--- src/rtl/if_stage_param_pkg.sv ---
// Shared constants, state encoding and bubble helper for the instruction-fetch stage.
package if_stage_param_pkg;

  localparam int ADDR_W_DEF      = 64;
  localparam int INSTR_W_DEF     = 32;
  localparam int PC_INC_DEF      = 4;
  localparam int BTB_ENTRIES_DEF = 16;

  localparam logic [31:0] NOP_INSTR = 32'hD503201F;

  typedef enum logic {
    ST_BOOT = 1'b0,
    ST_RUN  = 1'b1
  } fetch_state_t;

  typedef struct packed {
    logic valid;
    logic pred_taken;
  } id_flags_t;

  function automatic id_flags_t bubble_flags();
    id_flags_t f;
    f.valid      = 1'b0;
    f.pred_taken = 1'b0;
    return f;
  endfunction

endpackage

--- src/rtl/if_stage_param_if.sv ---
// Fetch-stage bus: PC-select inputs, instruction memory port, BTB update and IF/ID outputs.
interface if_stage_param_if
  import if_stage_param_pkg::*;
#(
  parameter int ADDR_W  = ADDR_W_DEF,
  parameter int INSTR_W = INSTR_W_DEF
);
  logic [ADDR_W-1:0]  StartPC;
  logic               PCSrc;
  logic [ADDR_W-1:0]  TargetPC;
  logic               stall_IF;
  logic [ADDR_W-1:0]  imem_addr;
  logic [INSTR_W-1:0] imem_rdata;
  logic               btb_upd_valid;
  logic [ADDR_W-1:0]  btb_upd_pc;
  logic [ADDR_W-1:0]  btb_upd_target;
  logic               btb_upd_taken;
  logic [INSTR_W-1:0] instruction_ID;
  logic [ADDR_W-1:0]  pc_ID;
  logic               valid_ID;
  logic               pred_taken_ID;

  // Upstream side: PC-select logic, instruction memory and decode.
  modport master (
    output StartPC, PCSrc, TargetPC, stall_IF, imem_rdata,
           btb_upd_valid, btb_upd_pc, btb_upd_target, btb_upd_taken,
    input  imem_addr, instruction_ID, pc_ID, valid_ID, pred_taken_ID
  );

  // The fetch stage itself.
  modport slave (
    input  StartPC, PCSrc, TargetPC, stall_IF, imem_rdata,
           btb_upd_valid, btb_upd_pc, btb_upd_target, btb_upd_taken,
    output imem_addr, instruction_ID, pc_ID, valid_ID, pred_taken_ID
  );
endinterface

--- src/rtl/if_stage_param_btb.sv ---
// Direct-mapped branch target buffer: combinational lookup, edge-triggered install/invalidate.
module if_stage_param_btb
  import if_stage_param_pkg::*;
#(
  parameter int ADDR_W  = ADDR_W_DEF,
  parameter int ENTRIES = BTB_ENTRIES_DEF
) (
  input  logic              clk,
  input  logic              resetl,
  input  logic [ADDR_W-1:0] lookup_pc_i,
  output logic              hit_o,
  output logic [ADDR_W-1:0] target_o,
  input  logic              upd_valid_i,
  input  logic [ADDR_W-1:0] upd_pc_i,
  input  logic [ADDR_W-1:0] upd_target_i,
  input  logic              upd_taken_i
);
  localparam int IDX_W = $clog2(ENTRIES);
  localparam int TAG_W = ADDR_W - IDX_W - 2;

  logic [ENTRIES-1:0] valid_q;
  logic [TAG_W-1:0]   tag_q    [ENTRIES];
  logic [ADDR_W-1:0]  target_q [ENTRIES];

  logic [IDX_W-1:0] lk_idx, up_idx;
  logic [TAG_W-1:0] lk_tag, up_tag;
  logic             unused_low_bits;

  assign lk_idx = lookup_pc_i[IDX_W+1:2];
  assign lk_tag = lookup_pc_i[ADDR_W-1:IDX_W+2];
  assign up_idx = upd_pc_i[IDX_W+1:2];
  assign up_tag = upd_pc_i[ADDR_W-1:IDX_W+2];
  // Instructions are word aligned, so the byte offset never selects an entry.
  assign unused_low_bits = ^{lookup_pc_i[1:0], upd_pc_i[1:0]};

  assign hit_o    = valid_q[lk_idx] && (tag_q[lk_idx] == lk_tag);
  assign target_o = target_q[lk_idx];

  always_ff @(posedge clk or negedge resetl) begin
    if (!resetl) begin
      valid_q <= '0;
    end else if (upd_valid_i) begin
      if (upd_taken_i) begin
        valid_q[up_idx] <= 1'b1;
      end else if (tag_q[up_idx] == up_tag) begin
        valid_q[up_idx] <= 1'b0;
      end
    end
  end

  // Tag and target need no reset; the valid bits gate every use.
  always_ff @(posedge clk) begin
    if (upd_valid_i && upd_taken_i) begin
      tag_q[up_idx]    <= up_tag;
      target_q[up_idx] <= upd_target_i;
    end
  end

endmodule

--- src/rtl/if_stage_param.sv ---
// Instruction-fetch stage: PC register, imem addressing and IF/ID register with stall/redirect.
// Optional BTB enabled with macro IF_BTB_EN.
module if_stage_param
  import if_stage_param_pkg::*;
#(
  parameter int ADDR_W      = ADDR_W_DEF,
  parameter int INSTR_W     = INSTR_W_DEF,
  parameter int PC_INC      = PC_INC_DEF,
  parameter int BTB_ENTRIES = BTB_ENTRIES_DEF
) (
  input logic          clk,
  input logic          resetl,
  if_stage_param_if.slave bus
);
  // state   | meaning
  // ST_BOOT | first edge after reset: load StartPC, IF/ID stays a bubble
  // ST_RUN  | normal fetch with redirect > stall > advance priority

  fetch_state_t       state_q, state_d;
  logic [ADDR_W-1:0]  pc_q, pc_d;
  logic [INSTR_W-1:0] instr_q, instr_d;
  logic [ADDR_W-1:0]  pc_id_q, pc_id_d;
  id_flags_t          flags_q, flags_d;

  logic               btb_hit;
  logic [ADDR_W-1:0]  btb_target;
  logic [ADDR_W-1:0]  next_pc;

`ifdef IF_BTB_EN
  if_stage_param_btb #(
    .ADDR_W  (ADDR_W),
    .ENTRIES (BTB_ENTRIES)
  ) u_btb (
    .clk          (clk),
    .resetl       (resetl),
    .lookup_pc_i  (pc_q),
    .hit_o        (btb_hit),
    .target_o     (btb_target),
    .upd_valid_i  (bus.btb_upd_valid),
    .upd_pc_i     (bus.btb_upd_pc),
    .upd_target_i (bus.btb_upd_target),
    .upd_taken_i  (bus.btb_upd_taken)
  );
`else
  logic unused_btb_upd;
  assign unused_btb_upd = ^{bus.btb_upd_valid, bus.btb_upd_pc,
                            bus.btb_upd_target, bus.btb_upd_taken};
  assign btb_hit    = 1'b0;
  assign btb_target = '0;
`endif

  assign next_pc = btb_hit ? btb_target : pc_q + ADDR_W'(PC_INC);

  always_comb begin
    state_d = state_q;
    pc_d    = pc_q;
    instr_d = instr_q;
    pc_id_d = pc_id_q;
    flags_d = flags_q;
    unique case (state_q)
      ST_BOOT: begin
        pc_d    = bus.StartPC;
        state_d = ST_RUN;
      end
      ST_RUN: begin
        if (bus.PCSrc) begin
          // Redirect flushes the wrong-path fetch; pc_ID is intentionally held.
          pc_d    = bus.TargetPC;
          instr_d = INSTR_W'(NOP_INSTR);
          flags_d = bubble_flags();
        end else if (!bus.stall_IF) begin
          pc_d               = next_pc;
          instr_d            = bus.imem_rdata;
          pc_id_d            = pc_q;
          flags_d.valid      = 1'b1;
          flags_d.pred_taken = btb_hit;
        end
      end
      default: state_d = ST_BOOT;
    endcase
  end

  always_ff @(posedge clk or negedge resetl) begin
    if (!resetl) begin
      state_q <= ST_BOOT;
      pc_q    <= '0;
      instr_q <= INSTR_W'(NOP_INSTR);
      pc_id_q <= '0;
      flags_q <= bubble_flags();
    end else begin
      state_q <= state_d;
      pc_q    <= pc_d;
      instr_q <= instr_d;
      pc_id_q <= pc_id_d;
      flags_q <= flags_d;
    end
  end

  assign bus.imem_addr      = pc_q;
  assign bus.instruction_ID = instr_q;
  assign bus.pc_ID          = pc_id_q;
  assign bus.valid_ID       = flags_q.valid;
  assign bus.pred_taken_ID  = flags_q.pred_taken;

endmodule
--- src/flat_wrapper.sv ---
// flat-port wrapper written by rule: the top's interface ports become plain ports
module if_stage_param_flat import if_stage_param_pkg::*;
#(
  parameter int ADDR_W      = ADDR_W_DEF,
  parameter int INSTR_W     = INSTR_W_DEF,
  parameter int PC_INC      = PC_INC_DEF,
  parameter int BTB_ENTRIES = BTB_ENTRIES_DEF
)
  (clk, resetl, bus_StartPC, bus_PCSrc, bus_TargetPC, bus_stall_IF, bus_imem_rdata, bus_btb_upd_valid, bus_btb_upd_pc, bus_btb_upd_target, bus_btb_upd_taken, bus_imem_addr, bus_instruction_ID, bus_pc_ID, bus_valid_ID, bus_pred_taken_ID);
  if_stage_param_if #(.ADDR_W(ADDR_W), .INSTR_W(INSTR_W)) bus_i ();
  input logic clk;
  input logic resetl;
  input wire logic [$bits(bus_i.StartPC)-1:0] bus_StartPC;
  input wire logic [$bits(bus_i.PCSrc)-1:0] bus_PCSrc;
  input wire logic [$bits(bus_i.TargetPC)-1:0] bus_TargetPC;
  input wire logic [$bits(bus_i.stall_IF)-1:0] bus_stall_IF;
  input wire logic [$bits(bus_i.imem_rdata)-1:0] bus_imem_rdata;
  input wire logic [$bits(bus_i.btb_upd_valid)-1:0] bus_btb_upd_valid;
  input wire logic [$bits(bus_i.btb_upd_pc)-1:0] bus_btb_upd_pc;
  input wire logic [$bits(bus_i.btb_upd_target)-1:0] bus_btb_upd_target;
  input wire logic [$bits(bus_i.btb_upd_taken)-1:0] bus_btb_upd_taken;
  output wire logic [$bits(bus_i.imem_addr)-1:0] bus_imem_addr;
  output wire logic [$bits(bus_i.instruction_ID)-1:0] bus_instruction_ID;
  output wire logic [$bits(bus_i.pc_ID)-1:0] bus_pc_ID;
  output wire logic [$bits(bus_i.valid_ID)-1:0] bus_valid_ID;
  output wire logic [$bits(bus_i.pred_taken_ID)-1:0] bus_pred_taken_ID;
  assign bus_i.StartPC = bus_StartPC;
  assign bus_i.PCSrc = bus_PCSrc;
  assign bus_i.TargetPC = bus_TargetPC;
  assign bus_i.stall_IF = bus_stall_IF;
  assign bus_i.imem_rdata = bus_imem_rdata;
  assign bus_i.btb_upd_valid = bus_btb_upd_valid;
  assign bus_i.btb_upd_pc = bus_btb_upd_pc;
  assign bus_i.btb_upd_target = bus_btb_upd_target;
  assign bus_i.btb_upd_taken = bus_btb_upd_taken;
  assign bus_imem_addr = bus_i.imem_addr;
  assign bus_instruction_ID = bus_i.instruction_ID;
  assign bus_pc_ID = bus_i.pc_ID;
  assign bus_valid_ID = bus_i.valid_ID;
  assign bus_pred_taken_ID = bus_i.pred_taken_ID;
  if_stage_param #(.ADDR_W(ADDR_W), .INSTR_W(INSTR_W), .PC_INC(PC_INC), .BTB_ENTRIES(BTB_ENTRIES)) u_core (.clk(clk), .resetl(resetl), .bus(bus_i));
endmodule
--- config.mk ---
export PLATFORM = sky130hd
export DESIGN_NAME = if_stage_param_flat
export DESIGN_NICKNAME = d
export VERILOG_FILES = /design/src/rtl/if_stage_param_pkg.sv /design/src/rtl/if_stage_param_if.sv /design/src/rtl/if_stage_param_btb.sv /design/src/rtl/if_stage_param.sv /design/src/flat_wrapper.sv
export SDC_FILE = /design/constraint.sdc
export NUM_CORES = 1
export LEC_CHECK = 0
export ABC_AREA = 0
export BUFFER_PORTS_ARGS = -buffer_cell sky130_fd_sc_hd__buf_4
export CORE_AREA = 2 2 176 178
export DETAILED_ROUTE_END_ITERATION = 10
export DIE_AREA = 0 0 178 180
export PLACE_DENSITY_LB_ADDON = 0.08
export SYNTH_ARGS = -nofsm -noshare
export SYNTH_HDL_FRONTEND = slang
export SYNTH_SLANG_ARGS = --single-unit
export TNS_END_PERCENT = 10
--- constraint.sdc ---
create_clock -name clk -period 2.1 [get_ports clk]
set_input_delay 0.105 -clock clk [delete_from_list [all_inputs] [get_ports clk]]
set_output_delay 0.105 -clock clk [all_outputs]
set_load 0.005 [all_outputs]
Word level (Yosys, flattened, before mapping)
Index checks and enable logic that the tools add are counted.
{"block": "word_totals", "ff_bits": 163, "in_bits": 294, "output_inout_bits": 162, "elab_cells": 21}
{"block": "classes", "n_bitwise": 3, "addsub": 1, "n_reduce_logical": 2, "muxes": 7, "n_eq_ne": 2}
{"op": "$mux 64", "count": 2}
{"op": "$pmux 64 s2", "count": 1}
{"op": "$add 64x3->64 const B", "count": 1}
{"op": "$mux 32", "count": 2}
{"op": "$mux 2", "count": 2}
{"op": "$ne 3x3->1 const B", "count": 1}
{"op": "$not 1->1", "count": 3}
{"op": "$reduce_and 3->1", "count": 1}
{"op": "$ne 2x2->1 const B", "count": 1}
{"op": "$reduce_and 2->1", "count": 1}

Logic depth before layout (Yosys ltp)
{"block": "logic_depth", "word_depth": 4, "mapped_depth": 8, "depth_no_buf": 6}

Least setup slack after synthesis
No wires, ideal clock.
{"block": "synth_timing", "path_type": "reg2reg", "from": "register u_core.pc_q[2] (netlist: u_core.bus.imem_addr[2])", "to": "register u_core.pc_q[62] (netlist: u_core.bus.imem_addr[62])", "period_less_slack_ns": 2.004, "path_stages_with_launch": 7, "path_buffers": 0, "setup_time_ns": 0.123, "slack_ns": 0.096, "arrival_ns": 1.882, "required_time_ns": 1.977, "cell_sequence": "dfrtp_1 -> ha_1 -> nand3_1 -> nor4_2 -> nand4_1 -> o21a_1 -> o221a_2"}
{"block": "synth_between", "elab_chain_len": 4}
{"item": "from (decl)", "line": "if_stage_param.sv:20", "text": "logic [ADDR_W-1:0] pc_q, pc_d;"}
{"item": "from (signal assigned)", "line": "if_stage_param.sv:92", "text": "pc_q <= pc_d;"}
{"item": "$add 64x3->64", "line": "if_stage_param.sv:52", "text": "assign next_pc = btb_hit ? btb_target : pc_q + ADDR_W'(PC_INC);"}
{"item": "$mux 64", "line": "if_stage_param.sv:71", "text": "end else if (!bus.stall_IF) begin"}
{"item": "$mux 64", "line": "if_stage_param.sv:66", "text": "if (bus.PCSrc) begin"}
{"item": "$pmux 64 s2", "line": "if_stage_param.sv:60", "text": "unique case (state_q)"}
No other way between the ends. The select of a mux whose other input is x is not followed.
A chain may end at the register's enable or synchronous reset.

Worst setup path after layout
{"block": "layout_timing", "from": "register u_core.pc_q[8] (netlist: u_core.bus.imem_addr[8])", "to": "register u_core.pc_q[62] (netlist: u_core.bus.imem_addr[62])"}
The elaborated chain is that of the path after synthesis.

==> flow_summary.json <==
{
  "status": "finished, final reports clean",
  "layout-drive-gt1-share": 0.3687,
  "place_ws_ps": -101.5,
  "post_synth_inst_count": 1052,
  "synth.area.mux_share": 0.006898,
  "globalRoute.totalOverflow": 0,
  "placedInstanceArea_um2": 12610,
  "tritoncts": "built",
  "cp_data_arrival_time_ps": 2350,
  "timing.final.crit_period_ps": 2021,
  "synth_compound_gate_area_share": 0.2186,
  "ctsRootBufferMaster": "sky130_fd_sc_hd__clkbuf_16",
  "cp-start-kind": "flip-flop",
  "postSynthRegisterBits": 162,
  "vdd_drop_max_mv": 0.5376,
  "synth_top_family_by_area": "simple AND/OR/NAND/NOR gates",
  "clk-insertion-delay-late_ps": 440,
  "floorplan.initialDensity": 0.2944,
  "via_count": 9768,
  "num_io_pins": 456,
  "postSynthAreaPerCell_um2": 8.449,
  "synth_edf_count": 0,
  "timing.clock.skew_ps": 15.80,
  "synth-simple-area-share": 0.2672,
  "maxClockFrequency_ghz": 0.4949,
  "finish.instance_area_um2": 13830,
  "timing.rr.end": "u_core.bus.imem_addr[62]",
  "layout.nets": 1801,
  "asyncSetResetFlopFracSynth": 1.000,
  "std_cell_rows": 64,
  "die_h_um": 180,
  "pin_count_of_the_biggest_net_entering_global_routing": 63,
  "synth-main-ff-cell": "sky130_fd_sc_hd__dfrtp_1",
  "drtIter0Drc": 568,
  "post-dp-hpwl_um": 28940,
  "detail_route.drc_violations": 0,
  "multi_input_area_um2": 4534,
  "critical_path.reg2reg.startpoint": "u_core.bus.imem_addr[8]",
  "min_path_type": "input pin to flip-flop",
  "worst_hold_path.num_cells": 4,
  "final_max_slew_violation_count": 0,
  "cts_clk_pin_slew_worst_paths_ps": 70,
  "timing.critical_path.to_type": "flip-flop",
  "synthToLayoutAreaGrowth_pct": 55.64,
  "number_of_port_buffers": 324,
  "setup_violations": 0,
  "overall_die_area_um2": 32040,
  "maxCapViolations": 0,
  "final.period_utilization": 0.9622,
  "synth_fp_nets": 1347,
  "tns_ps": 0,
  "worst_slack_ps": 79.44,
  "post_synth_fa_ha_maj_area_fraction": 0.001408,
  "h_tree_lvls": 4,
  "power-per-cell-area_nw_per_um2": 716.4,
  "cp_max_fo": 11,
  "cts-buffers-inserted": 17,
  "chipWidth_um": 178,
  "clock_tree.buffer_depth": 2,
  "worstSetupPathType": "flip-flop to flip-flop",
  "sequential_standard_cell_area_um2": 4076,
  "dr.pass1.iters": 5,
  "grt_use_total": 0.2360,
  "n_fill_cell": 3008,
  "rr_worst_depth": 8,
  "grt_pass1_wl_um": 57680,
  "floorplan.core_area_um2": 30190,
  "worst_hold_path.endpoint": "u_core.bus.imem_addr[3]",
  "final_hold_viol_count": 0,
  "utilization": 0.4583,
  "synth-xor-area-share": 0.0009854,
  "route.antenna.remaining_nets": 0,
  "critical_path_origin": "u_core.bus.imem_addr[8]",
  "clock-sinks": 162,
  "max_slew.worst_pin.slew_ps": 703.8,
  "routabilityCongestion": 0.9158,
  "setup_repair_after_global_routing_missed_its_margin": "yes",
  "ys_seq_area_frac": 0.4579,
  "wire_per_inst_um": 19.88,
  "synth_warnings": 0,
  "maxSlewHeadroom": 0.5297,
  "worstPathRequired_ps": 2430,
  "via_count_of_the_first_global_routing_pass": 9569,
  "grt_antenna_before_repair": 2,
  "mappedNetlistArea_um2": 8889,
  "via_density_per_instance": 5.098,
  "drt-total-wl_um": 38100,
  "cellLeakagePower_nw": 6.527,
  "r2r_slack_ps": 80,
  "synth_cell_type_count": 64,
  "min_delay_startpoint": "bus_TargetPC[3]"
}
[timing repair]
item,CTS,global route
hold buffers,54,0
endpoints found under the hold margin,99,0
endpoints found under the setup margin,12,24
setup buffers,3,0
gates resized for setup,5,16
pin swaps,3,4
[flip-flops by register name, summed over array words and instances, names as in the netlist]
register,count
u_core.bus.instruction_ID,32
u_core.state_q,1
u_core.bus.valid_ID,1
u_core.bus.imem_addr,64
u_core.bus.pc_ID,64
[cell usage in the layout (no fill, tap or decap), types with 11 or more instances in the layout]
cell and count:
sky130_fd_sc_hd__a31oi_1 22, sky130_fd_sc_hd__a31o_2 13, sky130_fd_sc_hd__dfstp_2 13, sky130_fd_sc_hd__dfrtp_1 146, sky130_fd_sc_hd__a2bb2oi_1 18, sky130_fd_sc_hd__o22a_1 15
sky130_fd_sc_hd__nand4_1 27, sky130_fd_sc_hd__nor2b_1 17, sky130_fd_sc_hd__buf_4 450, sky130_fd_sc_hd__a22o_1 19, sky130_fd_sc_hd__nor2_1 79, sky130_fd_sc_hd__nor3_1 16
sky130_fd_sc_hd__a21oi_1 92, sky130_fd_sc_hd__and3_1 11, sky130_fd_sc_hd__clkbuf_16 17, sky130_fd_sc_hd__nand3_1 36, sky130_fd_sc_hd__nand2_1 217, sky130_fd_sc_hd__dlygate4sd3_1 54
sky130_fd_sc_hd__inv_1 25, sky130_fd_sc_hd__o21ai_0 59
[synthesized netlist by cell type (3+ instances only)]
library cell,n,area [um^2]
sky130_fd_sc_hd__nand2_1,218,818.3
sky130_fd_sc_hd__dfrtp_1,149,3729
sky130_fd_sc_hd__a21oi_1,92,460.4
sky130_fd_sc_hd__nor2_1,81,304.0
sky130_fd_sc_hd__o21ai_0,60,300.3
sky130_fd_sc_hd__clkbuf_1,53,198.9
sky130_fd_sc_hd__nand3_1,37,185.2
sky130_fd_sc_hd__nand4_1,27,168.9
sky130_fd_sc_hd__inv_1,25,93.84
sky130_fd_sc_hd__a31oi_1,22,137.6
sky130_fd_sc_hd__a22o_1,19,166.4
sky130_fd_sc_hd__a2bb2oi_1,18,157.7
sky130_fd_sc_hd__nor2b_1,18,112.6
sky130_fd_sc_hd__nor3_1,17,85.08
sky130_fd_sc_hd__nor4_1,16,100.1
sky130_fd_sc_hd__o22a_1,15,131.4
sky130_fd_sc_hd__buf_2,14,70.07
sky130_fd_sc_hd__a31o_2,13,113.9
sky130_fd_sc_hd__dfstp_2,13,341.6
sky130_fd_sc_hd__and3_1,11,68.82
sky130_fd_sc_hd__and4_1,10,87.58
sky130_fd_sc_hd__o22ai_1,10,62.56
sky130_fd_sc_hd__buf_1,7,26.28
sky130_fd_sc_hd__o21a_1,7,52.55
sky130_fd_sc_hd__o31ai_1,7,52.55
sky130_fd_sc_hd__a211oi_1,6,45.04
sky130_fd_sc_hd__and2_1,6,37.54
sky130_fd_sc_hd__nand2b_1,6,37.54
sky130_fd_sc_hd__nor3b_1,6,45.04
sky130_fd_sc_hd__o221a_2,6,67.56
sky130_fd_sc_hd__mux2i_1,5,50.05
sky130_fd_sc_hd__or3_1,5,31.28
sky130_fd_sc_hd__a311oi_1,4,35.03
sky130_fd_sc_hd__a41o_1,3,30.03
sky130_fd_sc_hd__nor4_2,3,37.54
[worst max-delay path, stage by stage, from the launching register on]
cell,delay [ps]
sky130_fd_sc_hd__dfrtp_1,410
sky130_fd_sc_hd__nand3_1,190
sky130_fd_sc_hd__buf_4,210
sky130_fd_sc_hd__nor3_1,180
sky130_fd_sc_hd__buf_4,210
sky130_fd_sc_hd__nand4_1,100
sky130_fd_sc_hd__buf_4,170
sky130_fd_sc_hd__o21a_1,180
sky130_fd_sc_hd__o221a_2,260
[final cells by class]
class                   instances  share of cell area
well taps                     396             0.03581
diodes                          1           0.0001809
clock buffers                  18             0.03102
multi-input cells             787              0.3278
flip-flops and latches        162              0.2947
repair buffers                512              0.2944
inverters                      26            0.007054
clock inverters                14            0.009134
[metrics by stage]
stage	cells	total power, mW	hold slack (ps)
3_5_place_dp	1826	6.806	116.7
2_1_floorplan	1052	4.992	-190.6
4_1_cts	1915	10.02	4.471
3_3_place_gp	1826	6.772	112.9
5_1_grt	1915	10.49	42.83
6_report	1916	9.911	18.88
[power breakdown]
part	leakage [nW]	internal [mW]	switching [mW]
clock network	0.262	1.65	1.44
registers	2.00	3.59	0.361
logic	4.27	1.50	1.37
total	6.53	6.74	3.17
[worst max path at each step]
stage	slack, ps	endpoint
after CTS	6	u_core.bus.imem_addr[36]
final	80	u_core.bus.imem_addr[62]
after global placement	-70	u_core.bus.imem_addr[56]
after detailed placement	-100	u_core.bus.imem_addr[36]
after floorplan	100	u_core.bus.imem_addr[62]
after global routing	-30	u_core.bus.imem_addr[62]
[cell families after synthesis]
kind of cell,after synthesis
muxes,6
other,2
buffers and inverters,103
DFF,162
AOI/OAI and AO/OA,296
adders and majority gates,1
xor gates and xnor gates,1
and+or+nand+nor,481
[routing by layer]
layer	part of all wire	vias up	track usage
met3	0.084	32	0.07212
met5	0.00042	-	0
li1	-	4711	-
met4	0.014	2	0.05246
met1	0.45	4701	0.3162
met2	0.45	322	0.3733
Note: power is estimated with default switching activity, not from simulation.
